File: src/rtl/umi_tx_pkg.sv
// Shared constants and helpers for the UMI transmit buffer and its LFSR.
// Galois taps for x^16+x^14+x^13+x^11+1 in right-shift form.
package umi_tx_pkg;

    localparam logic [15:0] LFSR_SEED = 16'hACE1;
    localparam logic [15:0] LFSR_TAPS = 16'hB400;

    typedef logic [31:0] dest_t;

    function automatic int flit_width(input int dw, input int aw, input int cw);
        return dw + 2 * aw + cw;
    endfunction

endpackage

File: src/rtl/umi_tx_lfsr.sv
// 16-bit Galois LFSR, free-running, synchronous active-low reset to LFSR_SEED.
module umi_tx_lfsr
    import umi_tx_pkg::*;
(
    input  logic        clk,
    input  logic        nreset,
    output logic [15:0] state
);

    always_ff @(posedge clk) begin
        if (!nreset) begin
            state <= LFSR_SEED;
        end else begin
            state <= (state >> 1) ^ (state[0] ? LFSR_TAPS : 16'h0000);
        end
    end

endmodule

File: src/rtl/umi_tx_buf.sv
// UMI transmit buffer: field-wise UMI packets in, flat switchboard flits out via a DEPTH-entry FIFO.
// Optional statistics outputs (tx_count, max_occupancy) enabled by defining UMI_TX_BUF_STATS_EN.
module umi_tx_buf
    import umi_tx_pkg::*;
#(
    parameter int DW                 = 256,
    parameter int AW                 = 64,
    parameter int CW                 = 32,
    parameter int DEPTH              = 4,
    parameter bit READY_MODE_DEFAULT = 1'b0
) (
    input  logic                     clk,
    input  logic                     nreset,
    input  logic                     ready_mode,
    input  logic [DW-1:0]            umi_data,
    input  logic [AW-1:0]            umi_srcaddr,
    input  logic [AW-1:0]            umi_dstaddr,
    input  logic [CW-1:0]            umi_cmd,
    input  logic                     umi_valid,
    output logic                     umi_ready,
    output logic [DW+2*AW+CW-1:0]    sb_data,
    output dest_t                    sb_dest,
    output logic                     sb_last,
    output logic                     sb_valid,
    input  logic                     sb_ready
`ifdef UMI_TX_BUF_STATS_EN
    ,
    output logic [31:0]              tx_count,
    output logic [$clog2(DEPTH):0]   max_occupancy
`endif
);

    localparam int PW = $clog2(DEPTH);
    localparam int FW = flit_width(DW, AW, CW);

    logic [FW-1:0] mem [DEPTH];
    logic [PW:0]   wptr;
    logic [PW:0]   rptr;
    logic [PW:0]   occupancy;
    logic          empty;
    logic          full;
    logic          mode;
    logic          push;
    logic          pop;
    logic [15:0]   lfsr_state;

    umi_tx_lfsr u_lfsr (
        .clk    (clk),
        .nreset (nreset),
        .state  (lfsr_state)
    );

    assign occupancy = wptr - rptr;
    assign empty     = (wptr == rptr);
    assign full      = (wptr[PW-1:0] == rptr[PW-1:0]) && (wptr[PW] != rptr[PW]);
    assign mode      = ready_mode ^ READY_MODE_DEFAULT;

    // Ready is deliberately not pop-aware when full, and never looks at umi_valid.
    assign umi_ready = nreset && !full && (!mode || lfsr_state[0]);
    assign push      = umi_valid && umi_ready;
    assign pop       = sb_valid && sb_ready;

    assign sb_valid  = !empty;
    assign sb_data   = mem[rptr[PW-1:0]];
    assign sb_dest   = sb_data[AW+CW-1 -: 32];
    assign sb_last   = 1'b1;

    always_ff @(posedge clk) begin
        if (!nreset) begin
            wptr <= '0;
            rptr <= '0;
        end else begin
            if (push) wptr <= wptr + 1'b1;
            if (pop)  rptr <= rptr + 1'b1;
        end
    end

    always_ff @(posedge clk) begin
        if (push) mem[wptr[PW-1:0]] <= {umi_data, umi_srcaddr, umi_dstaddr, umi_cmd};
    end

`ifdef UMI_TX_BUF_STATS_EN
    always_ff @(posedge clk) begin
        if (!nreset) begin
            tx_count      <= '0;
            max_occupancy <= '0;
        end else begin
            if (pop) tx_count <= tx_count + 32'd1;
            if (occupancy > max_occupancy) max_occupancy <= occupancy;
        end
    end
`endif

endmodule

File: config.mk
export PLATFORM = sky130hd
export DESIGN_NAME = umi_tx_buf
export DESIGN_NICKNAME = d
export VERILOG_FILES = /design/src/rtl/umi_tx_pkg.sv /design/src/rtl/umi_tx_lfsr.sv /design/src/rtl/umi_tx_buf.sv
export SDC_FILE = /design/constraint.sdc
export NUM_CORES = 1
export LEC_CHECK = 0
export ABC_AREA = 1
export BUFFER_PORTS_ARGS = -buffer_cell sky130_fd_sc_hd__buf_2
export CORE_ASPECT_RATIO = 0.5
export CORE_MARGIN = 2
export CORE_UTILIZATION = 40
export CTS_CLUSTER_SIZE = 10
export DETAILED_ROUTE_END_ITERATION = 10
export PLACE_DENSITY = 0.65
export SLEW_MARGIN = 10
export SYNTH_ARGS = -nofsm -noshare
export SYNTH_HDL_FRONTEND = slang
export SYNTH_SLANG_ARGS = --single-unit
File: constraint.sdc
create_clock -name clk -period 55.6 [get_ports clk]
set_input_delay 2.78 -clock clk [delete_from_list [all_inputs] [get_ports clk]]
set_output_delay 2.78 -clock clk [all_outputs]
set_load 0.005 [all_outputs]
======== After elaboration in Yosys (flattened, before gate mapping) ========
Memories as Yosys holds them, arrays and structs flattened. A register that Yosys moved wholly into a read port is not among the register bits.
Cells that the tools add are included.
cells by class
  equal/unequal tests ..................... 3
  add/sub/neg operators ................... 2
  mux-type cells .......................... 5
  reductions and logical operators ........ 9
  bitwise logic cells ..................... 1
operator list
  cell                                         number
  two-way mux 16 bit                           1
  bitwise XOR 15 x 16 -> 16 bit                1
  adder 3 x 1 -> 3 bit, second input constant  2
  logical AND 1 bit                            5
  two-way mux 2 bit                            2
  equality test 3 bit                          1
  zero test 1 bit                              3
  equality test 2 bit                          1
  two-way mux 1 bit                            2
  logical OR 1 bit                             1
  != test 1 bit                                1
word-level totals
  register bits ........................... 22
  memory bits (writable) .................. 1664
  memories kept ........................... 1
  input port bits ......................... 421
  word-level logic and storage cells ...... 24
memories
  name  depth  width  read ports  clocked after Yosys merged registers in  wr ports  RTL line          text
  mem   4      416    1           1                                        1         umi_tx_buf.sv:36  logic [FW-1:0] mem [DEPTH];

======== Depth between registers and ports, before layout ========
  depth in word-level cells ............... 8
  mapped depth ............................ 9
  gate-level depth less buffers ........... 8

======== By module ========
From an unflattened synthesis, not the netlist that was laid out.
second synthesis, totals
  cell total of the unflattened synthesis .. 4186
  area total of the unflattened synthesis .. 62548.7 um2
by module, submodules not included
  module       sequential area each (um2)  cells an instance  area each (um2)  instances
  umi_tx_buf   50128.1                     4130               62037.0          1
  umi_tx_lfsr  320.3                       56                 511.7            1

======== Worst setup path before layout ========
Ideal clock, no wire load.
  path kind ............................... input port to flip-flop
  from .................................... input port nreset
  to ...................................... memory mem[0][0] in the netlist's numbering (enable)
  path buffers ............................ 0
  library setup time ...................... 1.206 ns
  stages .................................. 4
  data required time ...................... 54.394 ns
  data arrival time ....................... 20.490 ns
  path slack .............................. 33.904 ns
  cell sequence ........................... inv_1 > a21oi_2 > nand3_1 > nor2_1
on the way
  word-level cells in the longest chain between the ends .. 5
ends and longest elaborated chain
  element                                  RTL line          text
  from (decl)                              umi_tx_buf.sv:13  input logic nreset,
  logical AND 1 bit (2 in series)          umi_tx_buf.sv:59  assign umi_ready = nreset && !full && (!mode || lfsr_state[0]);
  logical AND 1 bit                        umi_tx_buf.sv:60  assign push = umi_valid && umi_ready;
  two-way mux 1 bit                        umi_tx_buf.sv:79  if (push) mem[wptr[PW-1:0]] <= {umi_data, umi_srcaddr, umi_dstaddr, umi_cmd};
  two-way mux 1 bit (not written as such)  umi_tx_buf.sv:79
  to (decl)                                umi_tx_buf.sv:36
Every way passes these cells.

==> flow_summary.ini <==
[floorplanning]
die_w_um = 563
core_mm2 = 0.155
initial_core_util_pct = 40.3
dieArea_mm2 = 0.159
dieHeight_um = 283
fp-row-count = 102
ios = 872

[timing]
slew-limit-headroom_pct = 20.9
holdWs_ps = 411
period_share_pct = 14.4
slew_violations = 0
max_slew.worst_pin.slew_ps = 1190
fin_worst_skew_ps = 72.3
final_hold_viol_count = 0
rsz0062_at_grt = false
tns_ps = 0
finalCriticalPeriod_ps = 8030
setup_violations = 0
max_freq_mhz = 125

[logic_synthesis]
yosys_register_bits = 1688
syn_inst = 4178
ys_types = 23
synth_warnings = 0
syn_nets = 4604
avgSynthCellArea_um2 = 14.9
synth_seq_area_share_pct = 80.8
syn_area_mm2 = 0.0624

[clock_network]
cts_tree = yes
clock_latency_ps = 820
htree_levels = 4
clockRootBuffer = clkbuf_16
max-clock-path-buffers = 4
clock-sinks = 1688
hold_buffers = 0
numCtsBuffers = 195
cts_resized = 0
post_cts_buffers = 0
clk_pin_slew_ps = 50

[setup_path]
cp_data_arrival_time_ps = 5250
cpMostUsedCell = buf_4
critical_path.max_stage_delay_ps = 920
worstSetupEndpointType = output pin
start_kind = flop
worstPathMaxFanout = 108
critPathTopFamily = buffers and inverters
crit_required_ps = 52820
crit_chain = buf_4 > buf_4 > buf_4 > o21ai_0 > o22ai_1 > buf_2
crit_slowest_cell = buf_4
cp_num_buf_inv = 4
crit_type = reg2out

[global_routing]
grt_pass1_wl_mm = 246
grt_max_degree = 290
overflow = 0
grt_pass1_vias = 37400
grt_usage_pct = 20.7
grt_antenna_before_repair = 106

[run]
drv_cap = 0

[min_path]
hold_path.class = reg2reg

[power]
p_per_area_mw_per_mm2 = 39.8
p_leak_nw = 25.1
power_mw = 2.92
max-vdd-ir-drop_mv = 0.0290

[drt]
num_vias = 39100
drt_iter0_markers = 3438
antenna_left = 0
wl_per_cell_um = 23.9
drc_errors = 0
first_pass_iters = 5
viasPerCell = 5.46
drt_wl_total_mm = 171

[final_layout]
n_fill_cell = 13100
syn2layout_area_growth_pct = 17.8
post-route-util_pct = 47.5
final_cell_mix = edfxtp_1 (1,664), buf_2 (870), nor2_1 (841), o21ai_0 (784), o22ai_1 (416)
final_common_cell = edfxtp_1
drive_gt1_share_pct = 22.6
stdcell_area_mm2 = 0.0735
nets = 5403

[status]
status = finished, final reports clean

[place]
dpl_cell_area_mm2 = 0.0682
dpl.hpwl_mm = 104
gp_congestion = 0.902
port_buffers = 870
==> worst min-delay path: stages, from the launching register on <==
cell and delay [ps]:
dfxtp_1 300, nand2_1 40, inv_1 40
==> final timing paths <==
check	endpoint	depth (start not counted)	slack, ps	startpoint
setup reg to reg	mem[1][223]	9	51290	wptr[0]
hold / removal	u_lfsr.state[3]	2	410	u_lfsr.state[4]
hold reg to reg	u_lfsr.state[3]	2	410	u_lfsr.state[4]
setup / recovery	sb_data[206]	6	47570	flop
==> power breakdown <==
part           switching (mW)  internal [mW]
registers              0.0104           1.43
clock network           0.459          0.624
logic                   0.272          0.129
==> cell usage after synthesis <==
library cell / instances / area share [%]
nand2_1: 30 / 0.18
inv_4: 1 / 0.010
clkbuf_1: 184 / 1.1
dfxtp_1: 24 / 0.77
a21oi_2: 1 / 0.014
buf_6: 13 / 0.23
nor2_1: 844 / 5.1
buf_8: 2 / 0.048
edfxtp_1: 1664 / 80
nand4_1: 3 / 0.030
ha_1: 5 / 0.10
buf_2: 38 / 0.30
buf_4: 74 / 0.89
inv_1: 27 / 0.16
or2_2: 5 / 0.050
nand3_1: 5 / 0.040
o22ai_1: 416 / 4.2
xor2_1: 1 / 0.014
conb_1: 1 / 0.0060
a21oi_1: 3 / 0.024
o21ai_1: 52 / 0.42
o21ai_0: 784 / 6.3
xnor2_1: 1 / 0.014
==> cell families after synthesis <==
family / Yosys count / share of synthesized area (%)
adders and majority gates: 5 / 0.100
and+or+nand+nor: 887 / 5.38
DFF: 1688 / 80.8
buffers and inverters: 339 / 2.76
AOI/OAI and AO/OA: 1256 / 10.9
xor gates and xnor gates: 2 / 0.0281
other: 1 / 0.00601
==> sequential cells by signal, summed over array words and instances, names as in the netlist, named ones only <==
name	flops
wptr	3
u_lfsr.state	16
rptr	3
mem	1664
==> stage by stage <==
stage	setup WS, ps	cells
after global placement	48520	6860
after global routing	47270	7144
after CTS	47640	7079
after detailed placement	48440	6860
final	47570	7161
after floorplan	33900	4178
==> final cells by class <==
| type | instances | area, µm² | area share (%) |
|---|---|---|---|
| clock inverter | 8 | 92.6 | 0.126 |
| clock buffer | 211 | 4980 | 6.78 |
| sequential | 1688 | 50500 | 68.6 |
| inverter | 28 | 136 | 0.186 |
| tap | 2080 | 2600 | 3.54 |
| timing repair buffer | 913 | 4750 | 6.47 |
| antenna | 82 | 205 | 0.279 |
| multi-input combinational | 2151 | 10300 | 14.0 |
==> routing by layer <==
metal  vias up  GRT usage [%]  wire [µm]
met3       513           4.03       9680
met1     19600           23.5      61600
met2      1509           35.4      88100
met5         -              0        133
met4        22           13.8      11900
li1      17400              -          -
Power figures use the tool's default switching activity.
